<file path="config.mk">
export PLATFORM = sky130hd
export DESIGN_NAME = booth_seq_mult
export DESIGN_NICKNAME = d
export VERILOG_FILES = /design/src/rtl/booth_seq_mult.sv
export SDC_FILE = /design/constraint.sdc
export NUM_CORES = 1
export LEC_CHECK = 0
export BUFFER_PORTS_ARGS = -buffer_cell sky130_fd_sc_hd__buf_2
export CAP_MARGIN = 20
export CORE_UTILIZATION = 54
export CTS_CLUSTER_DIAMETER = 200
export DETAILED_ROUTE_END_ITERATION = 6
export HOLD_SLACK_MARGIN = 0.1
export PLACE_DENSITY = 0.77
export SYNTH_ARGS = -nofsm -noshare
export SYNTH_HDL_FRONTEND = slang
export SYNTH_SLANG_ARGS = --single-unit
</file>
<file path="constraint.sdc">
create_clock -name clk -period 3.8 [get_ports clk]
set_clock_uncertainty 0.05 [all_clocks]
set_input_delay 0.38 -clock clk [delete_from_list [all_inputs] [get_ports clk]]
set_output_delay 0.38 -clock clk [all_outputs]
set_load 0.01 [all_outputs]
</file>
<file path="src/rtl/booth_seq_mult.sv">
// Sequential radix-4 Booth multiplier: retires one Booth digit per clock, WIDTH/2 RUN cycles per product.
// Start/done handshake; start is only honoured in IDLE, product is held between completions.
module booth_seq_mult #(
  parameter int WIDTH = 8
) (
  input  logic                 clk,
  input  logic                 reset,
  input  logic                 start,
  input  logic [WIDTH-1:0]     a,
  input  logic [WIDTH-1:0]     b,
  output logic                 busy,
  output logic                 done,
  output logic [2*WIDTH-1:0]   product,
  output logic [2:0]           booth_sel
);

  localparam int PW = 2 * WIDTH;
  localparam int CW = (WIDTH / 2 > 1) ? $clog2(WIDTH / 2) : 1;
  localparam logic [CW-1:0] LAST = CW'(WIDTH / 2 - 1);

  typedef enum logic [1:0] {
    IDLE = 2'd0,
    RUN  = 2'd1,
    DONE = 2'd2
  } state_t;

  state_t          state;
  logic [PW-1:0]   a_sh;   // multiplicand pre-shifted by 2i, so PP needs no variable shifter
  logic [WIDTH:0]  m;
  logic [PW-1:0]   acc;
  logic [CW-1:0]   count;
  logic [PW-1:0]   pp;
  logic [PW-1:0]   acc_next;

  always_comb begin
    booth_sel = 3'd3;
    if (state == RUN) begin
      case (m[2:0])
        3'b000:  booth_sel = 3'd3;
        3'b001:  booth_sel = 3'd4;
        3'b010:  booth_sel = 3'd4;
        3'b011:  booth_sel = 3'd5;
        3'b100:  booth_sel = 3'd1;
        3'b101:  booth_sel = 3'd2;
        3'b110:  booth_sel = 3'd2;
        default: booth_sel = 3'd3;
      endcase
    end
  end

  always_comb begin
    pp = '0;
    case (booth_sel)
      3'd1:    pp = -(a_sh << 1);
      3'd2:    pp = -a_sh;
      3'd4:    pp = a_sh;
      3'd5:    pp = a_sh << 1;
      default: pp = '0;
    endcase
    acc_next = acc + pp;
  end

  always_ff @(posedge clk) begin
    if (reset) begin
      state   <= IDLE;
      a_sh    <= '0;
      m       <= '0;
      acc     <= '0;
      count   <= '0;
      busy    <= 1'b0;
      done    <= 1'b0;
      product <= '0;
    end else begin
      case (state)
        IDLE: begin
          done <= 1'b0;
          if (start) begin
            a_sh  <= {{WIDTH{a[WIDTH-1]}}, a};
            m     <= {b, 1'b0};
            acc   <= '0;
            count <= '0;
            busy  <= 1'b1;
            state <= RUN;
          end
        end
        RUN: begin
          acc   <= acc_next;
          a_sh  <= a_sh << 2;
          m     <= {{2{m[WIDTH]}}, m[WIDTH:2]};
          count <= count + 1'b1;
          if (count == LAST) begin
            product <= acc_next;
            busy    <= 1'b0;
            done    <= 1'b1;
            state   <= DONE;
          end
        end
        DONE: begin
          done  <= 1'b0;
          state <= IDLE;
        end
        default: begin
          busy  <= 1'b0;
          done  <= 1'b0;
          state <= IDLE;
        end
      endcase
    end
  end

endmodule

</file>
==> results of run 1 <==
## stage by stage
stage               std cells  area [um^2]  worst slack (ns)
floorplan                 488         3890            0.0922
global placement          607         4130             0.137
detailed placement        607         4130            0.0145
CTS                       622         4370            0.0847
global route              622         4390          -0.00835
finish                    622         4390             0.188
## final cells by class
| class | instances | area share, % |
|---|---|---|
| inverter | 8 | 0.683 |
| tap | 96 | 2.73 |
| multi-input combinational | 381 | 54.7 |
| clock buffer | 9 | 2.82 |
| timing repair buffer | 59 | 7.86 |
| sequential | 63 | 28.7 |
| clock inverter | 6 | 2.51 |
## kinds of logic after synthesis
family / count (synthesis)
AOI/OAI and AO/OA: 146
buffers and inverters: 44
and+or+nand+nor: 189
DFF: 63
xor gates and xnor gates: 27
muxes: 1
adders and majority gates: 18
## worst reg2reg max path: cells and delay by family (launching register included)
kind | cells | cell delay [ns]
flops | 1 | 0.42
xor+xnor | 1 | 0.10
fa+ha+maj | 2 | 0.50
buf+inv | 2 | 0.27
simple gates | 3 | 0.62
compound gates | 8 | 1.56
## per-layer routing
metal  part of all wire, %  vias up  track usage, %
met5                     0        -               0
met4                   2.4        0            11.7
met3                   5.4       28            6.54
met2                    47      130            44.4
met1                    45     1750            34.1
li1                      -     1828               -
## flip-flops by register name, indices dropped and copies added, names as in the netlist
register,cells
count,2
acc,16
busy,1
m,9
state,2
a_sh,16
done,1
product,16
## cell usage after synthesis, types with 7 or more instances
cell      count
nand2_1      60
a22oi_1      24
nor3_1       10
a21oi_1      45
inv_1         8
nor4_1        9
buf_6         7
nor2_1       65
clkbuf_1     19
xor2_1       10
o21ai_0      24
dfxtp_1      63
ha_1         17
xnor2_1      17
## path summary, 6_finish.rpt
path              start         end  slack [ns]  depth (start not counted)
max             a_sh[1]     acc[13]        0.19                         16
min                b[7]        m[8]        0.22                          3
max reg2reg     a_sh[1]     acc[13]        0.19                         16
min reg2reg  product[9]  product[9]        0.40                          2
## power groups by stage
stage               logic (uW)  clock network, uW  registers [uW]
finish                     306                704             722
detailed placement         298                  0             736
floorplan                  239                  0             719
global route               337                742             725
global placement           291                  0             734
CTS                        301                717             721
==> impl_metrics.ini, run 1 <==
[die]
die_width_um = 86.9
dieArea_um2 = 7550
start_util_pct = 56.7
die_h_um = 86.9
core_area_um2 = 6870
row_count = 30
pin_count = 40

[timing]
fin_tns_setup_ns = 0
layout_min_cycle_time_ns = 3.61
finalCritPeriodShare_pct = 95.1
holdWs_ns = 0.216
drv_slew = 0
hold_violations = 0
max_freq_ghz = 0.277
maxSlewHeadroom_pct = 53.2
max_slew.worst_pin.slew_ns = 0.700
setup_violations = 0

[cells_and_area]
final_cell_mix = nor2_1, dfxtp_1, nand2_1
antennaDiodeCount = 0
final_common_cell = nor2_1
final_nets = 559
finalCoreUtilization_pct = 64.0
synthToLayoutAreaGrowth_pct = 12.9
multi_input_area_um2 = 2400
drive_gt1_share_pct = 18.3
fillers = 600
regArea_um2 = 1260

[pwr]
netSwitchingFraction_pct = 28.3
p_int_uw = 1240
pwr_density_cell_nw_per_um2 = 394
power_frac_comb_pct = 17.7
power_switching_uw = 490
clkPwrFrac_pct = 40.6
finalPower_uw = 1730
p_leak_uw = 0.00180
ir_worst_vdd_mv = 0.272
power_frac_seq_pct = 41.7

[outcome]
outcome = finished clean

[grt]
grt_pass1_vias = 3406
grt_pass1_wl_mm = 15.9
overflow = 0
grt_usage_pct = 27.1
antenna_found_initial = 0
grt_max_degree = 48

[routing]
ant_nets = 0
wl_per_cell_um = 15.7
routed_wl_mm = 9.75
viasPerCell = 6.01
drc = 0
first_pass_iters = 5
drt_iter0_markers = 323
vias = 3736

[yosys]
synth_xor_area_share_pct = 6.07
synth.top_cell.area_share_pct = 32.4
syn-num-nets = 525
ys_ff_latch = 63
synth_simple_gate_area_share_pct = 23.7
synthMuxAreaShare_pct = 0.257
synth_cell_types = 63
synthAdderAreaFrac_pct = 5.98
synth_area_per_cell_um2 = 7.98
synth-edff-count = 0
synth_top_cells_by_area = dfxtp_1, nor2_1, a21oi_1
synth_warnings = 0
synth_compound_area_share_pct = 25.1
synth_top_family_by_area = compound AO/OA/AOI/OAI gates
syn_area_um2 = 3890
ys_seq_area_share_pct = 32.4
async_flop_share_pct = 0
synthesis.instances = 488
yosys_most_used_dff = dfxtp_1
synth_largest_area_cell = dfxtp_1

[placed_design]
dp_hpwl_mm = 6.89
portBuffers = 39
gp_congestion = 0.903

[clock_network]
clock_latency_ns = 0.35
tritoncts = done
postCtsSetupRepairBufs = 0
cts_buffer_depth = 2
ctsResizeCount = 1
cts.clk_slew.worst_paths_ns = 0.07
clockRootBuffer = clkbuf_8
cts_buffers = 9
cts.sinks = 63
htree_levels = 3
ctsHoldBuffers = 0

[worst_setup_path]
critical_path_arrival_ns = 3.81
cp_common_cell = a21oi_1
slowest_stage = dfxtp_1
path_class = reg2reg
crit_chain = inv_1, ha_2, nor3b_2, buf_4, and2_1, or3_1, a21oi_1, a21o_1, ha_1, a21oi_1, o21ai_0, a21oi_1, o21ai_0, a31oi_1, xnor2_1, a22o_1
endpoint_kind = register
worst-path-max-fanout = 5
start_kind = register
crit_buf_inv = 2
cp.required_ns = 4.00
cp_slowest_stage_delay_ns = 0.42
critPathTopFamily = compound AO/OA/AOI/OAI gates

[flow_run]
drv_cap = 0

[hold_path]
hp-class = in2reg
(Power assumes the default switching activity.)
==> inputs of run 2 (changes only) <==
--- a/config.mk
+++ b/config.mk
@@ -7,11 +7,14 @@
 export LEC_CHECK = 0
 export BUFFER_PORTS_ARGS = -buffer_cell sky130_fd_sc_hd__buf_2
 export CAP_MARGIN = 20
-export CORE_UTILIZATION = 54
+export CELL_PAD_IN_SITES_DETAIL_PLACEMENT = 1
+export CELL_PAD_IN_SITES_GLOBAL_PLACEMENT = 1
+export CORE_UTILIZATION = 40
 export CTS_CLUSTER_DIAMETER = 200
 export DETAILED_ROUTE_END_ITERATION = 6
 export HOLD_SLACK_MARGIN = 0.1
-export PLACE_DENSITY = 0.77
+export PLACE_DENSITY_LB_ADDON = 0.1
+export SETUP_SLACK_MARGIN = 0.4
 export SYNTH_ARGS = -nofsm -noshare
 export SYNTH_HDL_FRONTEND = slang
 export SYNTH_SLANG_ARGS = --single-unit
==> impl_metrics.ini, run 2 (synthesized netlist as in run 1, its figures left out) <==
[timing]
max_freq_ghz = 0.282
fin_tns_setup_ns = 0
finalCritPeriodShare_pct = 93.2
hold_violations = 0
maxSlewHeadroom_pct = 57.1
max_slew.worst_pin.slew_ns = 0.644
layout_min_cycle_time_ns = 3.54
drv_slew = 0
setup_violations = 0
rsz0062_at_grt = true

[clock_network]
clock_latency_ns = 0.35
cts.clk_slew.worst_paths_ns = 0.07
cts_buffers = 9
cts_buffer_depth = 2
ctsHoldBuffers = 0
cts.sinks = 63
clockRootBuffer = clkbuf_8
tritoncts = done
htree_levels = 3

[worst_setup_path]
endpoint_kind = register
endpoint = acc[15]
cp_slowest_stage_delay_ns = 0.58
crit_chain = inv_4, ha_4, nor3b_4, nand2_2, or4_4, nand2_4, xnor2_2, a221o_1, ha_4, a21oi_4, nor2_2, a211oi_2, o31ai_2, xnor2_2, buf_4, a211o_1
timing.rr.start = a_sh[0]
worst-path-max-fanout = 4
r2r_slack_ns = 0.26
path_class = reg2reg
start_kind = register
crit_buf_inv = 2
reg2regPathDepth = 16
critical_path_arrival_ns = 3.72
cp.required_ns = 3.98
critPathTopFamily = compound AO/OA/AOI/OAI gates
startpoint = a_sh[0]
slowest_stage = or4_4
cp.depth = 16
r2r-end = acc[15]

[die]
start_util_pct = 41.7
row_count = 35
pin_count = 40
core_area_um2 = 9330
die_h_um = 101
dieArea_um2 = 10100
die_width_um = 101

[routing]
viasPerCell = 5.58
first_pass_iters = 4
drt_iter0_markers = 138
wl_per_cell_um = 17.8
drc = 0
routed_wl_mm = 12.1
ant_nets = 0
vias = 3803

[cells_and_area]
multi_input_area_um2 = 2540
final_cell_mix = nor2_1, nand2_1, dfxtp_1
synthToLayoutAreaGrowth_pct = 21.9
final_nets = 586
final_common_cell = nor2_1
reg.largest.list = a_sh x16, acc x16, product x16
finalCoreUtilization_pct = 50.9
regArea_um2 = 1270
fillers = 1153
antennaDiodeCount = 0
drive_gt1_share_pct = 27.1

[flow_run]
drv_cap = 0

[grt]
grt_pass1_vias = 3746
grt_max_degree = 46
overflow = 0
antenna_found_initial = 0
grt_pass1_wl_mm = 19.2
grt_usage_pct = 24.3

[placed_design]
gp_congestion = 0.858
portBuffers = 39
dp_hpwl_mm = 8.30

[pwr]
ir_worst_vdd_mv = 0.168
p_leak_uw = 0.00193
pwr_density_cell_nw_per_um2 = 355

[outcome]
outcome = finished clean

[hold_path]
hp-class = in2reg
-- run 2: cell count changes in the layout (fill, tap and decap cells not counted), moves of 4 or more --
cell and delta:
o21ai_0 -6, dfxtp_2 +4, buf_4 +27, o21ai_1 +4, dfxtp_1 -6
-- run 2: worst min-delay path: stages --
cell     delay (ns)
buf_2          0.10
nand2_1        0.05
a21oi_1        0.05
-- run 2: per-layer routing --
| metal | vias to the layer above | global-route usage [%] | wire length [um] |
|---|---|---|---|
| li1 | 1877 | - | - |
| met1 | 1869 | 31.6 | 5510 |
| met3 | 10 | 3.74 | 303 |
| met2 | 47 | 42.4 | 6170 |
| met5 | - | 0 | 0 |
| met4 | 0 | 5.46 | 131 |
-- run 2: layout make-up --
type / instances / share of cell area [%]
clock buffer: 10 / 2.69
clock inverter: 5 / 1.27
inverter: 8 / 0.738
multi-input combinational: 381 / 53.5
sequential: 63 / 26.8
tap: 129 / 3.40
timing repair buffer: 86 / 11.5
-- run 2: what timing repair did --
item / CTS / global route
buffers inserted: 8 / 17
gates resized for setup: 12 / 30
pin swaps: 8 / 21
endpoints found under the setup margin: 7 / 11
-- run 2: where the power goes --
part	switching (uW)	internal (uW)	total, uW
Sequential	39.9	687	727
Combinational	209	167	376
Clock	281	299	580
-- run 2: through the flow --
stage	instances	worst slack, ns	instance area (um^2)	hold slack, ns	power [uW]
floorplan	488	0.411	3930	0.382	965
global placement	642	0.353	4230	0.390	1050
detailed placement	642	0.223	4230	0.395	1060
CTS	665	0.334	4500	0.222	1660
global route	682	0.106	4750	0.249	1770
finish	682	0.257	4750	0.230	1680
-- run 2: how the worst min path moves through the flow --
| stage | from | endpoint | slack [ns] | cells past startpoint |
|---|---|---|---|---|
| floorplan | acc[14] | acc[14] | 0.38 | 2 |
| global placement | product[11] | product[11] | 0.39 | 2 |
| detailed placement | product[6] | product[6] | 0.40 | 2 |
| CTS | b[7] | m[8] | 0.22 | 3 |
| global route | a[3] | a_sh[3] | 0.25 | 2 |
| finish | b[7] | m[8] | 0.23 | 3 |
==> inputs of run 3 (changes only) <==
--- a/config.mk
+++ b/config.mk
@@ -9,9 +9,10 @@
 export CAP_MARGIN = 20
 export CELL_PAD_IN_SITES_DETAIL_PLACEMENT = 1
 export CELL_PAD_IN_SITES_GLOBAL_PLACEMENT = 1
-export CORE_UTILIZATION = 40
+export CORE_UTILIZATION = 44
 export CTS_CLUSTER_DIAMETER = 200
 export DETAILED_ROUTE_END_ITERATION = 6
+export GPL_TIMING_DRIVEN = 1
 export HOLD_SLACK_MARGIN = 0.1
 export PLACE_DENSITY_LB_ADDON = 0.1
 export SETUP_SLACK_MARGIN = 0.4
==> constraint.sdc (replaced) <==
create_clock -name clk -period 3.68 [get_ports clk]
set_clock_uncertainty 0.05 [all_clocks]
set_input_delay 0.368 -clock clk [delete_from_list [all_inputs] [get_ports clk]]
set_output_delay 0.368 -clock clk [all_outputs]
set_load 0.01 [all_outputs]
==> impl_metrics.ini, run 3 (synthesized netlist as in run 1, its figures left out) <==
[grt]
grt_pass1_vias = 3928
grt_usage_pct = 28.3
antenna_found_initial = 0
overflow = 0
grt_pass1_wl_mm = 20.0
grt_max_degree = 34

[flow_run]
drv_cap = 0

[die]
row_count = 33
die_width_um = 96.1
pin_count = 40
dieArea_um2 = 9230
die_h_um = 96.1
start_util_pct = 46.5
core_area_um2 = 8380

[clock_network]
tritoncts = done
cts.clk_slew.worst_paths_ns = 0.07
cts_buffer_depth = 2
clock_latency_ns = 0.35
htree_levels = 3
cts_buffers = 9
clockRootBuffer = clkbuf_8
cts.sinks = 63

[worst_setup_path]
cp.required_ns = 3.87
slowest_stage = or4_4
path_class = reg2reg
cp_slowest_stage_delay_ns = 0.45
critical_path_arrival_ns = 3.65
worst-path-max-fanout = 5
critPathTopFamily = simple AND/OR/NAND/NOR gates
crit_chain = inv_4, ha_4, nor3b_4, nand2_2, or4_4, nand2_2, xnor2_1, a221o_1, ha_4, a21oi_4, nor2_2, a211oi_2, o31ai_2, xnor2_1, nor3_2, a211o_1
endpoint_kind = register
crit_buf_inv = 1
start_kind = register

[routing]
vias = 3958
wl_per_cell_um = 20.1
viasPerCell = 6.00
drt_iter0_markers = 169
ant_nets = 0
first_pass_iters = 7
drc = 0
routed_wl_mm = 13.2

[timing]
hold_violations = 0
layout_min_cycle_time_ns = 3.45
rsz0062_at_grt = true
fin_tns_setup_ns = 0
finalCritPeriodShare_pct = 93.9
max_freq_ghz = 0.289
holdWs_ns = 0.217
max_slew.worst_pin.slew_ns = 0.744
drv_slew = 0
maxSlewHeadroom_pct = 50.3
setup_violations = 0

[hold_path]
hp-class = in2reg

[cells_and_area]
final_common_cell = nor2_1
final_cell_mix = nor2_1, nand2_1, dfxtp_1
final_nets = 587
synthToLayoutAreaGrowth_pct = 23.0
reg.largest.list = a_sh x16, acc x16, product x16
drive_gt1_share_pct = 26.8
antennaDiodeCount = 0

[outcome]
outcome = finished clean

[pwr]
pwr_density_cell_nw_per_um2 = 399
ir_worst_vdd_mv = 0.195
p_leak_uw = 0.00198
finalPower_uw = 1910

[placed_design]
gp_congestion = 0.903
dp_hpwl_mm = 8.07
portBuffers = 39
[run 3: cell types whose count changed in the layout (fill, tap and decap cells not counted), moves of 2 or more]
cell	change
o21ai_0	-3
o21ai_1	+3
buf_6	+2
bufinv_16	+2
clkinvlp_4	-2
xnor2_1	+2
xnor2_2	-2
[run 3: worst paths after layout]
check / slack (ns) / cells after the start / end / startpoint
max: 0.23 / 16 / acc[15] / a_sh[1]
min: 0.22 / 3 / m[8] / b[7]
max reg2reg: 0.23 / 16 / acc[15] / a_sh[1]
min reg2reg: 0.41 / 2 / product[6] / product[6]
[run 3: through the flow]
step | area [um^2] | utilization (%) | instances | setup slack, ns
2_1_floorplan | 3950 | - | 488 | 0.355
3_3_place_gp | 4200 | 50.1 | 616 | 0.287
3_5_place_dp | 4200 | 50.1 | 616 | 0.172
4_1_cts | 4620 | 55.2 | 650 | 0.284
5_1_grt | 4790 | 57.1 | 660 | 0.0221
6_report | 4790 | 57.1 | 660 | 0.225
[run 3: worst reg2reg max path: stages, from the launching register on]
cell and delay (ns):
dfxtp_4 0.38, inv_4 0.07, ha_4 0.13, nor3b_4 0.30, nand2_2 0.09, or4_4 0.46
nand2_2 0.09, xnor2_1 0.07, a221o_1 0.37, ha_4 0.24, a21oi_4 0.15, nor2_2 0.06
a211oi_2 0.16, o31ai_2 0.10, xnor2_1 0.28, nor3_2 0.08, a211o_1 0.26
[run 3: repair_timing]
action	in CTS	in global routing
setup buffers	18	10
hold buffers	0	0
gates resized for setup	18	24
setup endpoints to repair	12	13
pin swaps	13	8
[run 3: layout make-up]
type / instances / area (um^2)
clock buffer: 11 / 141
clock inverter: 5 / 105
fill: 1048 / 3590
inverter: 8 / 35.0
multi-input combinational: 381 / 2540
sequential: 63 / 1280
tap: 105 / 131
timing repair buffer: 87 / 563
[run 3: layer usage]
layer / global-route usage, % / vias to the layer above / part of all wire, %
met5: 0 / - / 0
met4: 11.4 / 0 / 3.7
met3: 4.66 / 44 / 3.7
met2: 47.3 / 112 / 49
met1: 36.1 / 1925 / 43
li1: - / 1877 / -
[run 3: power breakdown]
group | leakage (uW) | internal [uW] | switching [uW]
combinational | 0.00134 | 170 | 230
sequential | 0.000516 | 710 | 41.6
clock | 0.000116 | 469 | 291
total | 0.00198 | 1350 | 563
